===== config.mk =====
export PLATFORM = sky130hd
export DESIGN_NAME = apb_bridge_flat
export DESIGN_NICKNAME = d
export VERILOG_FILES = /design/src/rtl/apb_pkg.sv /design/src/rtl/apb_if.sv /design/src/rtl/apb_decoder.sv /design/src/rtl/apb_bridge.sv /design/src/flat_wrapper.sv
export SDC_FILE = /design/constraint.sdc
export NUM_CORES = 1
export LEC_CHECK = 0
export BUFFER_PORTS_ARGS = -buffer_cell sky130_fd_sc_hd__buf_4
export CORE_AREA = 2 2 150 115
export DETAILED_ROUTE_END_ITERATION = 8
export DIE_AREA = 0 0 152 117
export HOLD_SLACK_MARGIN = 0.15
export PLACE_DENSITY_LB_ADDON = 0.15
export SYNTH_ARGS = -nofsm -noshare
export SYNTH_HDL_FRONTEND = slang
export SYNTH_SLANG_ARGS = --single-unit

===== constraint.sdc =====
create_clock -name clk_i -period 1.5 [get_ports clk_i]
set_input_delay 0.3 -clock clk_i [delete_from_list [all_inputs] [get_ports clk_i]]
set_output_delay 0.3 -clock clk_i [all_outputs]
set_load 0.05 [all_outputs]

===== src/rtl/apb_pkg.sv =====
// Shared types and helpers for the APB bridge: FSM state encoding and the
// one-hot slave-select helper used by the address decoder.
package apb_pkg;

    typedef enum logic [1:0] {
        IDLE   = 2'd0,
        SETUP  = 2'd1,
        ACCESS = 2'd2
    } apb_state_t;

    // Widest select vector onehot_dec can build; decoders slice the low bits.
    localparam int MAX_DEC = 64;

    function automatic logic [MAX_DEC-1:0] onehot_dec(input logic [31:0] idx);
        logic [MAX_DEC-1:0] v;
        v = '0;
        for (int i = 0; i < MAX_DEC; i++) begin
            v[i] = (idx == 32'(i));
        end
        return v;
    endfunction

endpackage


===== src/rtl/apb_if.sv =====
// APB2-style bus between the bridge and the downstream read-data multiplexor.
// No pready/pslverr: every transfer is a fixed SETUP/ACCESS pair.
interface apb_if #(
    parameter int ADDR_WIDTH = 32,
    parameter int DATA_WIDTH = 64,
    parameter int DEC_NUMBER = 16
) ();

    logic [ADDR_WIDTH-1:0] paddr;
    logic                  penable;
    logic [DEC_NUMBER-1:0] pselx;
    logic                  pwrite;
    logic [DATA_WIDTH-1:0] pwdata;
    logic [DATA_WIDTH-1:0] prdata;

    modport bridge (
        output paddr, penable, pselx, pwrite, pwdata,
        input  prdata
    );

    modport mux (
        input  paddr, penable, pselx, pwrite, pwdata,
        output prdata
    );

endinterface


===== src/rtl/apb_decoder.sv =====
// Combinational address decoder: selects one of DEC_NUMBER slaves from the
// field addr[DEC_LSB +: log2(DEC_NUMBER)].
module apb_decoder
    import apb_pkg::*;
#(
    parameter int ADDR_WIDTH = 32,
    parameter int DEC_NUMBER = 16,
    parameter int DEC_LSB    = 12
) (
    input  logic [ADDR_WIDTH-1:0] addr,
    output logic [DEC_NUMBER-1:0] sel
);

    localparam int DEC_W = $clog2(DEC_NUMBER);

    logic [DEC_W-1:0]   idx;
    logic [MAX_DEC-1:0] full;
    logic               unused_bits;

    assign idx  = addr[DEC_LSB +: DEC_W];
    assign full = onehot_dec(32'(idx));
    assign sel  = full[DEC_NUMBER-1:0];

    // Only the decode field matters; the rest of the address and the unused
    // upper select bits are intentionally dropped.
    assign unused_bits = ^{addr, full};

endmodule


===== src/rtl/apb_bridge.sv =====
// Host valid/ready request channel to APB2 master: fixed SETUP/ACCESS transfer,
// one-hot slave select, read data returned on a valid/ready response channel.
module apb_bridge
    import apb_pkg::*;
#(
    parameter int ADDR_WIDTH = 32,
    parameter int DATA_WIDTH = 64,
    parameter int DEC_NUMBER = 16,
    parameter int DEC_LSB    = 12
) (
    input  logic                  clk_i,
    input  logic                  rst_i,
    input  logic                  req_valid_i,
    output logic                  req_ready_o,
    input  logic [ADDR_WIDTH-1:0] req_addr_i,
    input  logic                  req_write_i,
    input  logic [DATA_WIDTH-1:0] req_wdata_i,
    output logic                  rsp_valid_o,
    input  logic                  rsp_ready_i,
    output logic [DATA_WIDTH-1:0] rsp_rdata_o,
    output logic                  rsp_write_o,
    apb_if.bridge                 apb
);

    typedef struct packed {
        logic [ADDR_WIDTH-1:0] addr;
        logic                  write;
        logic [DATA_WIDTH-1:0] wdata;
    } req_t;

    typedef struct packed {
        logic                  write;
        logic [DATA_WIDTH-1:0] rdata;
    } rsp_t;

    apb_state_t            state_q, state_d;
    req_t                  req_q;
    rsp_t                  rsp_q;
    logic                  rsp_vld_q;
    logic [DEC_NUMBER-1:0] psel_q;
    logic [DEC_NUMBER-1:0] dec_sel;
    logic                  accept;
    logic                  penable;

    apb_decoder #(
        .ADDR_WIDTH (ADDR_WIDTH),
        .DEC_NUMBER (DEC_NUMBER),
        .DEC_LSB    (DEC_LSB)
    ) u_dec (
        .addr (req_addr_i),
        .sel  (dec_sel)
    );

    always_ff @(posedge clk_i) begin
        if (rst_i) state_q <= IDLE;
        else       state_q <= state_d;
    end

    always_comb begin
        state_d = state_q;
        unique case (state_q)
            IDLE:    if (accept) state_d = SETUP;
            SETUP:   state_d = ACCESS;
            ACCESS:  state_d = IDLE;
            default: state_d = IDLE;
        endcase
    end

    // A held response blocks new requests so the response stays stable.
    always_comb begin
        req_ready_o = (state_q == IDLE) && (!rsp_vld_q || rsp_ready_i);
        accept      = req_valid_i && req_ready_o;
        penable     = (state_q == ACCESS);
    end

    always_ff @(posedge clk_i) begin
        if (rst_i) begin
            req_q     <= '0;
            psel_q    <= '0;
        end else if (accept) begin
            req_q.addr  <= req_addr_i;
            req_q.write <= req_write_i;
            req_q.wdata <= req_wdata_i;
            psel_q      <= dec_sel;
        end else if (state_q == ACCESS) begin
            psel_q      <= '0;
        end
    end

    // A response loaded at ACCESS overrides a same-edge consume.
    always_ff @(posedge clk_i) begin
        if (rst_i) begin
            rsp_q     <= '0;
            rsp_vld_q <= 1'b0;
        end else if (state_q == ACCESS) begin
            rsp_q.write <= req_q.write;
            rsp_q.rdata <= req_q.write ? '0 : apb.prdata;
            rsp_vld_q   <= 1'b1;
        end else if (rsp_vld_q && rsp_ready_i) begin
            rsp_vld_q   <= 1'b0;
        end
    end

    assign apb.paddr   = req_q.addr;
    assign apb.pwrite  = req_q.write;
    assign apb.pwdata  = req_q.wdata;
    assign apb.pselx   = psel_q;
    assign apb.penable = penable;

    assign rsp_valid_o = rsp_vld_q;
    assign rsp_rdata_o = rsp_q.rdata;
    assign rsp_write_o = rsp_q.write;

endmodule


===== src/flat_wrapper.sv =====
// flat-port wrapper written by rule: the top's interface ports become plain ports
module apb_bridge_flat import apb_pkg::*;
#(
    parameter int ADDR_WIDTH = 32,
    parameter int DATA_WIDTH = 64,
    parameter int DEC_NUMBER = 16,
    parameter int DEC_LSB    = 12
)
  (clk_i, rst_i, req_valid_i, req_ready_o, req_addr_i, req_write_i, req_wdata_i, rsp_valid_o, rsp_ready_i, rsp_rdata_o, rsp_write_o, apb_paddr, apb_penable, apb_pselx, apb_pwrite, apb_pwdata, apb_prdata);
  apb_if #(.ADDR_WIDTH(ADDR_WIDTH), .DATA_WIDTH(DATA_WIDTH), .DEC_NUMBER(DEC_NUMBER)) apb_i ();
  input  logic clk_i;
  input  logic rst_i;
  input  logic req_valid_i;
  output logic req_ready_o;
  input  logic [ADDR_WIDTH-1:0] req_addr_i;
  input  logic req_write_i;
  input  logic [DATA_WIDTH-1:0] req_wdata_i;
  output logic rsp_valid_o;
  input  logic rsp_ready_i;
  output logic [DATA_WIDTH-1:0] rsp_rdata_o;
  output logic rsp_write_o;
  output wire logic [$bits(apb_i.paddr)-1:0] apb_paddr;
  output wire logic [$bits(apb_i.penable)-1:0] apb_penable;
  output wire logic [$bits(apb_i.pselx)-1:0] apb_pselx;
  output wire logic [$bits(apb_i.pwrite)-1:0] apb_pwrite;
  output wire logic [$bits(apb_i.pwdata)-1:0] apb_pwdata;
  input wire logic [$bits(apb_i.prdata)-1:0] apb_prdata;
  assign apb_paddr = apb_i.paddr;
  assign apb_penable = apb_i.penable;
  assign apb_pselx = apb_i.pselx;
  assign apb_pwrite = apb_i.pwrite;
  assign apb_pwdata = apb_i.pwdata;
  assign apb_i.prdata = apb_prdata;
  apb_bridge #(.ADDR_WIDTH(ADDR_WIDTH), .DATA_WIDTH(DATA_WIDTH), .DEC_NUMBER(DEC_NUMBER), .DEC_LSB(DEC_LSB)) u_core (.clk_i(clk_i), .rst_i(rst_i), .req_valid_i(req_valid_i), .req_ready_o(req_ready_o), .req_addr_i(req_addr_i), .req_write_i(req_write_i), .req_wdata_i(req_wdata_i), .rsp_valid_o(rsp_valid_o), .rsp_ready_i(rsp_ready_i), .rsp_rdata_o(rsp_rdata_o), .rsp_write_o(rsp_write_o), .apb(apb_i));
endmodule

# After elaboration in Yosys (flattened, before gate mapping)
# Cells that the tools add are included.
[op_classes]
n_eq_ne = 18
muxes = 7
reduce_logical = 9
[op_table]
columns = ["op", "n"]
rows = [
  ["$mux 64", 1],
  ["$eq 4x4->1 const B", 8],
  ["$mux 16", 2],
  ["$eq 4x3->1 const B", 4],
  ["$eq 4x2->1 const B", 2],
  ["$eq 4x1->1 const B", 1],
  ["$logic_not 4->1", 1],
  ["$pmux 2 s2", 1],
  ["$reduce_bool 2->1", 2],
  ["$logic_and 1x1->1", 3],
  ["$eq 2x1->1 const B", 1],
  ["$eq 2x2->1 const B", 1],
  ["$logic_not 2->1", 1],
  ["$mux 1", 2],
  ["$mux 2", 1],
  ["$ne 2x1->1 const B", 1],
  ["$logic_not 1->1", 1],
  ["$logic_or 1x1->1", 1],
]
[word_totals]
out_inout_bits = 181
register_bits = 181
inputBits = 165

# Longest topological paths before layout
# Gate-level depths: netlist of run 1.
[depth]
depth_word = 6
depth_mapped = 6
ltp_nobuf = 4

# Cells and area by module
# A second synthesis of run 1 with hierarchy kept.
[unflattened]
cells_unflattened = 778
area_unflattened_um2 = 7638.6
[modules_own_cells]
columns = ["module", "area_per_inst_um2", "seq_area_each_um2", "cells_per_inst", "instances"]
rows = [
  ["apb_bridge", 7412.1, 3623.5, 758, 1],
  ["apb_decoder", 226.5, 0.0, 20, 1],
]

# Least setup slack after synthesis of run 1
# Ideal clock, no wire load.
[synth_timing]
path_kind = "reg2reg"
start = "register u_core.rsp_vld_q, in the netlist u_core.rsp_valid_o"
end = "register u_core.psel_q[10], in the netlist u_core.apb.pselx[10]"
synth_period_minus_slack_ps = 1662
arrival_ps = 1591
required_ps = 1429
path_stages_with_launch = 6
path_slack_ps = -162
setup_ps = 71
cell_sequence = "dfxtp_1 -> nand2b_1 -> buf_2 -> a311oi_4 -> buf_6 -> o2bb2ai_1"
[synth_between]
elab_chain_cells = 5
word_cells_on_any_way = 6
cone_classes = "mux (1); reduce/logical (5)"
[synth_lines]
columns = ["item", "line_no", "text"]
rows = [
  ["start, declared", "apb_bridge.sv:39", "logic rsp_vld_q;"],
  ["start signal, assigned", "apb_bridge.sv:94", "rsp_vld_q <= 1'b0;"],
  ["start signal, assigned", "apb_bridge.sv:98", "rsp_vld_q <= 1'b1;"],
  ["start signal, assigned", "apb_bridge.sv:100", "rsp_vld_q <= 1'b0;"],
  ["$logic_not 1->1 (*)", "apb_bridge.sv:71", "req_ready_o = (state_q == IDLE) && (!rsp_vld_q || rsp_ready_i);"],
  ["$logic_or 1x1->1 (*)", "apb_bridge.sv:71", ""],
  ["$logic_and 1x1->1 (*)", "apb_bridge.sv:71", ""],
  ["$logic_and 1x1->1 (*)", "apb_bridge.sv:72", "accept = req_valid_i && req_ready_o;"],
  ["$mux 16 / $reduce_bool 2->1 (equally long branches)", "-", ""],
  ["end signal, assigned", "apb_bridge.sv:84", "psel_q <= dec_sel;"],
  ["end, declared", "apb_bridge.sv:40", "logic [DEC_NUMBER-1:0] psel_q;"],
]
# Mark *: on every way between the ends. The rest lies on a longest branch, timed or not.
# A chain may end at the register's enable or synchronous reset.

# Worst setup path after layout of run 1
[layout_timing]
start = "register u_core.state_q[0]"
end = "output port req_ready_o"
[layout_between]
elab_chain_cells = 2
[layout_lines]
columns = ["item", "line_no", "text"]
rows = [
  ["start, declared", "apb_bridge.sv:36", "apb_state_t state_q, state_d;"],
  ["start signal, assigned", "apb_bridge.sv:56", "else state_q <= state_d;"],
  ["$logic_not 2->1", "apb_bridge.sv:71", ""],
  ["$logic_and 1x1->1", "apb_bridge.sv:71", ""],
  ["end, declared", "flat_wrapper.sv:14", "output logic req_ready_o;"],
]
# Every way passes these cells.

==> results.sh, run 1 <==
export IMPL_postLayoutCellArea_sq_mm=0.0123
export IMPL_whs_ps=161
export IMPL_drt_pre_antenna_iters=4
export IMPL_worst_clock_skew_ps=7.34
export IMPL_r2r_end="u_core.apb.pwdata[34]"
export IMPL_drtIter0Drc=398
export IMPL_power_density_mw_per_mm2=1030
export IMPL_place_congestion=0.760
export IMPL_yosysSeqAreaShare_pct=48.2
export IMPL_vias=6979
export IMPL_final_cell_mix="buf_4, nand2b_1, dfxtp_1"
export IMPL_dp_final_hpwl_um=14200
export IMPL_synth_top_area_share_pct=48.2
export IMPL_layout_cells_non_filler=1450
export IMPL_ctsHtreeMaxLevel=4
export IMPL_async_flop_share_pct=0
export IMPL_worstPathArrival_ps=1260
export IMPL_cp_startpoint="u_core.state_q[0]"
export IMPL_violations="negative setup slack"
export IMPL_drcViolationCount=0
export IMPL_grt_pass1_wl_um=34500
export IMPL_syn_to_final_growth_pct=63.6
export IMPL_clock_path_buffers=2
export IMPL_start_kind="register"
export IMPL_outcome="finished, violations left"
export IMPL_ir_drop_uv=991
export IMPL_reg2reg_from="u_core.state_q[0]"
export IMPL_synth_area_leaders="dfxtp_1, nand2b_1, mux2i_1"
export IMPL_grt_overflow_total=0
export IMPL_worstSkewPairLatency_ps=420
export IMPL_cts_buffers=17
export IMPL_r2r_slack_ps=40
export IMPL_grt_util_all_layers_pct=24.0
export IMPL_synth_edf_count=0
export IMPL_ios=346
export IMPL_pre_cts_slack_ps=2.05
export IMPL_crit_path_end="req_ready_o"
export IMPL_ant_nets=0
export IMPL_maxCapViolations=0
export IMPL_via_per_inst=4.81
export IMPL_setup_ws_ps=-62.6
export IMPL_grt_pass1_vias=6793
export IMPL_grt_max_degree=110
export IMPL_fp_row_count=41
export IMPL_syn_avg_cell_area_sq_um=9.69
export IMPL_grt_antenna_before_repair=0
export IMPL_clock_sinks=181
export IMPL_tightest_slew_ps=455
export IMPL_drive_gt1_share_pct=34.1
export IMPL_synthDistinctLibCells=26
export IMPL_clk_pin_slew_ps=60
export IMPL_coreArea_sq_mm=0.0165
export IMPL_placedInstanceArea_sq_mm=0.0104
export IMPL_n_antenna_cell=0
export IMPL_die_w_um=152
export IMPL_ys_ff_latch=181
export IMPL_criticalPathCategory="register to output port"
export IMPL_synthFlopType="dfxtp_1"
export IMPL_hold_violations=0
export IMPL_fmax_mhz=640
export IMPL_final_common_cell="buf_4"
export IMPL_wl_um=22600
export IMPL_fin_crit_sh_pct=104
export IMPL_placed_cells=1297
export IMPL_nFillCells=1167
export IMPL_syn_inst=776
export IMPL_fp_dieH_um=117
export IMPL_dieArea_sq_mm=0.0178
export IMPL_cts_root_buf="clkbuf_16"
export IMPL_yosys_warnings=0
export IMPL_maxSlewViolCount=0
export IMPL_reg2regPathDepth=5
export IMPL_synthesis_area_sq_mm=0.00752
export IMPL_finalSetupViolations=2
export IMPL_relSlewSlack_pct=69.7
export IMPL_synth_fp_nets=941
export IMPL_p_leak_uw=0.00533
export IMPL_hold_class="input port to register"
export IMPL_cts_tree="done"
export IMPL_portBuffers=345
export IMPL_fin_crit_ps=1560
export IMPL_nNetsFinal=1387
export IMPL_end_kind="output port"
export IMPL_cp_max_fo=3
export IMPL_rsz0062_at_grt="true"
export IMPL_wire_per_inst_um=15.6
export IMPL_start_util_pct=45.6
export IMPL_required_ps=1200
export IMPL_yosysTopAreaCell="dfxtp_1"
registers in the layout (all words and copies together) (netlist names):
register	cells
u_core.apb.pwrite	1
u_core.rsp_write_o	1
u_core.state_q	2
u_core.rsp_valid_o	1
u_core.apb.paddr	32
u_core.rsp_rdata_o	64
u_core.apb.pwdata	64
u_core.apb.pselx	16
cell usage after synthesis, drive strengths merged, types with 2 or more instances:
master / n
nand4: 6
and2: 2
inv: 2
a21oi: 66
nor3: 2
nand2b: 198
clkbuf: 36
nor2b: 3
mux2i: 97
dfxtp: 181
nor3b: 2
o2bb2ai: 16
buf: 27
nand3b: 64
nor2: 2
nand2: 68
timing repair:
action,in CTS,in global routing
pin swaps,2,0
gates resized for setup,14,5
hold endpoints to repair,111,2
cloned,1,1
hold buffers,111,2
endpoints found under the setup margin,3,29
buffers inserted,4,3
routing by layer:
metal  share of wire (%)  GRT usage, %
met1                  43          29.1
met2                  48          40.5
met3                 6.7          7.40
met4                 3.2          9.60
met5                   0             0
worst min path at each step:
stage                                       from  cells past startpoint  slack [ps]                endpoint
after floorplan                  req_wdata_i[40]                      2         460   u_core.apb.pwdata[40]
after global placement    u_core.rsp_rdata_o[57]                      2         440  u_core.rsp_rdata_o[57]
after detailed placement  u_core.rsp_rdata_o[15]                      2         440  u_core.rsp_rdata_o[15]
after CTS                        req_wdata_i[26]                      3         150   u_core.apb.pwdata[26]
after global routing             req_wdata_i[35]                      3         150   u_core.apb.pwdata[35]
final                            req_wdata_i[52]                      3         160   u_core.apb.pwdata[52]
through the flow:
step           util (%)  TNS [ps]  total power, uW
2_1_floorplan         -         0             6880
3_3_place_gp       63.0         0             7810
3_5_place_dp       63.0         0             7830
4_1_cts            74.1      -114            12700
5_1_grt            74.7      -539            13200
6_report           74.7     -94.4            12700
power breakdown:
part / internal [uW] / leakage (uW) / switching, uW / total [uW]
clock: 2700 / 0.000295 / 1960 / 4660
sequential: 5050 / 0.00148 / 145 / 5200
combinational: 1270 / 0.00356 / 1590 / 2850
area by class of cell:
| class | instances | area, sq um | share of cell area [%] |
|---|---|---|---|
| timing repair buffer | 490 | 4170 | 33.9 |
| sequential | 181 | 3630 | 29.6 |
| multi-input combinational | 530 | 3600 | 29.3 |
| clock buffer | 19 | 443 | 3.60 |
| tap | 215 | 269 | 2.19 |
| clock inverter | 13 | 171 | 1.39 |
| inverter | 2 | 10.0 | 0.0814 |
worst max-delay path, cell delays in order (launching register included):
cell	delay, ps
dfxtp_4	360
nor2_4	120
buf_6	100
and2_4	140
buf_12	130
cell families (layout without fill, tap and decap cells):
kind of cell | after synthesis | after routing | share of synthesized area (%)
AOI/OAI and AO/OA | 83 | 83 | 6.61
buffers and inverters | 65 | 524 | 4.23
DFF | 181 | 181 | 48.2
muxes | 97 | 97 | 12.9
and+or+nand+nor | 350 | 350 | 28.0
Note: power is estimated with default switching activity, not from simulation.
==> inputs of run 2 (changes only) <==
- SETUP_SLACK_MARGIN: default -> 0.4
- SKIP_LAST_GASP: default -> 1
==> run 2 against run 1 <==
The run still ends with negative setup slack left. Flip-flop and latch count stayed put. Sequential power is 3% higher. Worst setup slack worse by 150 ps. Register-to-register slack worse by 250 ps. Global-route usage is 8.6 points higher. Sequential share of layout area is 4.5 points lower. Critical path type is now register to register. Critical endpoint is now u_core.apb.pwdata[34].
==> results.sh, run 2 (same netlist as run 1, synthesis figures left out) <==
export IMPL_outcome="finished, violations left"
export IMPL_violations="negative setup slack"
export IMPL_power_internal_uw=9650
export IMPL_pwr_share_seq_pct=38.5
export IMPL_required_ps=1830
export IMPL_nFillCells=501
export IMPL_dieArea_sq_mm=0.0178
export IMPL_nNetsFinal=1495
export IMPL_place_congestion=0.800
export IMPL_start_util_pct=45.6
export IMPL_relSlewSlack_pct=75.5
export IMPL_fp_dieH_um=117
export IMPL_vias=8731
export IMPL_maxCapViolations=0
export IMPL_grt_util_all_layers_pct=32.6
export IMPL_grt_pass1_wl_um=45800
export IMPL_setup_ws_ps=-210
export IMPL_worstPathArrival_ps=2040
export IMPL_maxSlewViolCount=0
export IMPL_whs_ps=132
export IMPL_worstSkewPairLatency_ps=450
export IMPL_grt_antenna_before_repair=0
export IMPL_reg2reg_from="u_core.state_q[1]"
export IMPL_cts_buffers=17
export IMPL_wl_um=38600
export IMPL_grt_overflow_total=0
export IMPL_cts_root_buf="clkbuf_16"
export IMPL_cp_max_fo=9
export IMPL_grt_max_degree=70
export IMPL_end_kind="register"
export IMPL_ctsHtreeMaxLevel=4
export IMPL_r2r_end="u_core.apb.pwdata[34]"
export IMPL_crit_path_end="u_core.apb.pwdata[34]"
export IMPL_clock_path_buffers=2
export IMPL_fin_util_pct=92.9
export IMPL_start_kind="register"
export IMPL_p_switching_uw=4280
export IMPL_syn_to_final_growth_pct=104
export IMPL_via_per_inst=5.60
export IMPL_clockPowerShare_pct=33.4
export IMPL_rsz0062_at_grt="true"
export IMPL_ant_nets=0
export IMPL_grt_pass1_vias=8322
export IMPL_fmax_mhz=585
export IMPL_dp_final_hpwl_um=14400
export IMPL_drcViolationCount=0
export IMPL_wire_per_inst_um=24.8
export IMPL_combPwrFrac_pct=28.1
export IMPL_drive_gt1_share_pct=51.7
export IMPL_r2r_slack_ps=-210
export IMPL_drt_pre_antenna_iters=6
export IMPL_clk_pin_slew_ps=70
export IMPL_hold_class="input port to register"
export IMPL_fp_row_count=41
export IMPL_cts_tree="done"
export IMPL_cp_startpoint="u_core.state_q[1]"
export IMPL_tightest_slew_ps=367
export IMPL_fin_crit_ps=1710
export IMPL_hold_violations=0
export IMPL_finalSetupViolations=52
export IMPL_switching_share_pct=30.7
export IMPL_die_w_um=152
export IMPL_worst_clock_skew_ps=20.5
export IMPL_clock_sinks=181
export IMPL_drtIter0Drc=778
export IMPL_coreArea_sq_mm=0.0165
export IMPL_p_leak_uw=0.00645
export IMPL_power_density_mw_per_mm2=911
export IMPL_ir_drop_uv=957
export IMPL_ios=346
export IMPL_fin_crit_sh_pct=114
export IMPL_reg2regPathDepth=6
export IMPL_final_common_cell="buf_4"
export IMPL_criticalPathCategory="register to register"
export IMPL_portBuffers=345
export IMPL_final_cell_mix="buf_4, nand2b_1, dfxtp_2"
export IMPL_setup_tns_final_ps=-2860
run 2: cell types whose count changed in the layout (fill, tap and decap cells not counted), moves of 16 or more:
cell / previous run / this run
a21oi_1: 66 / 47
o2bb2ai_1: 16 / 0
dlygate4sd3_1: 113 / 146
buf_4: 359 / 240
dfxtp_1: 177 / 19
a21oi_2: 0 / 19
buf_8: 0 / 149
dfxtp_2: 2 / 160
run 2: power groups by stage:
stage / combinational (uW) / clock (uW) / sequential (uW)
after floorplan: 792 / 0 / 6130
after global placement: 2530 / 0 / 5300
after detailed placement: 2550 / 0 / 5300
after CTS: 3420 / 4570 / 5290
after global routing: 4000 / 4870 / 5370
final: 3920 / 4660 / 5360
run 2: routing by layer:
metal  global-route usage (%)  part of all wire [%]  vias up
met1                     36.2                    35     4203
met4                     15.0                   6.4        0
met3                     8.51                   8.3      209
met2                     59.5                    50      625
li1                         -                     -     3694
met5                        0                     0        -
run 2: critical path: stages, from the launching register on:
cell       delay [ps]
dfxtp_2           370
nor2_4            130
buf_4             140
and3_4            270
buf_12            200
clkbuf_16         190
mux2i_1           290
run 2: worst min path at each step:
stage                                      start                      to  slack (ps)  cells after the start
final                             req_addr_i[31]    u_core.apb.paddr[31]         130                      3
after detailed placement   u_core.rsp_rdata_o[9]   u_core.rsp_rdata_o[9]         440                      2
after floorplan                      req_write_i       u_core.apb.pwrite         440                      2
after global routing              req_wdata_i[0]    u_core.apb.pwdata[0]         140                      3
after CTS                         apb_prdata[17]  u_core.rsp_rdata_o[17]         150                      3
after global placement    u_core.rsp_rdata_o[30]  u_core.rsp_rdata_o[30]         440                      2
run 2: final cells by class:
type                    instances  area [sq um]  area share (%)
diodes                          1          2.50          0.0164
clock buffers                  20           468            3.06
clock inverters                11           123           0.801
inverters                       2          12.5          0.0818
multi-input cells             530          3830            25.0
flip-flops and latches        181          3830            25.0
well taps                     215           269            1.76
repair buffers                598          6770            44.2
run 2: repair_timing:
item	in CTS	in global routing
hold buffers	145	1
pin swaps	8	24
endpoints found under the hold margin	145	1
gates resized for setup	393	160
cloned	12	11
buffers inserted	41	24
setup endpoints to repair	361	361
run 2: metrics by stage:
stage          area (sq um)  instances  total power [uW]  setup slack (ps)
6_report              15300       1558             13900              -210
5_1_grt               15300       1557             14200              -230
4_1_cts               14300       1521             13300             -11.4
3_5_place_dp          10400       1292              7860              95.4
3_3_place_gp          10400       1292              7840               141
2_1_floorplan          7640        776              6920               163
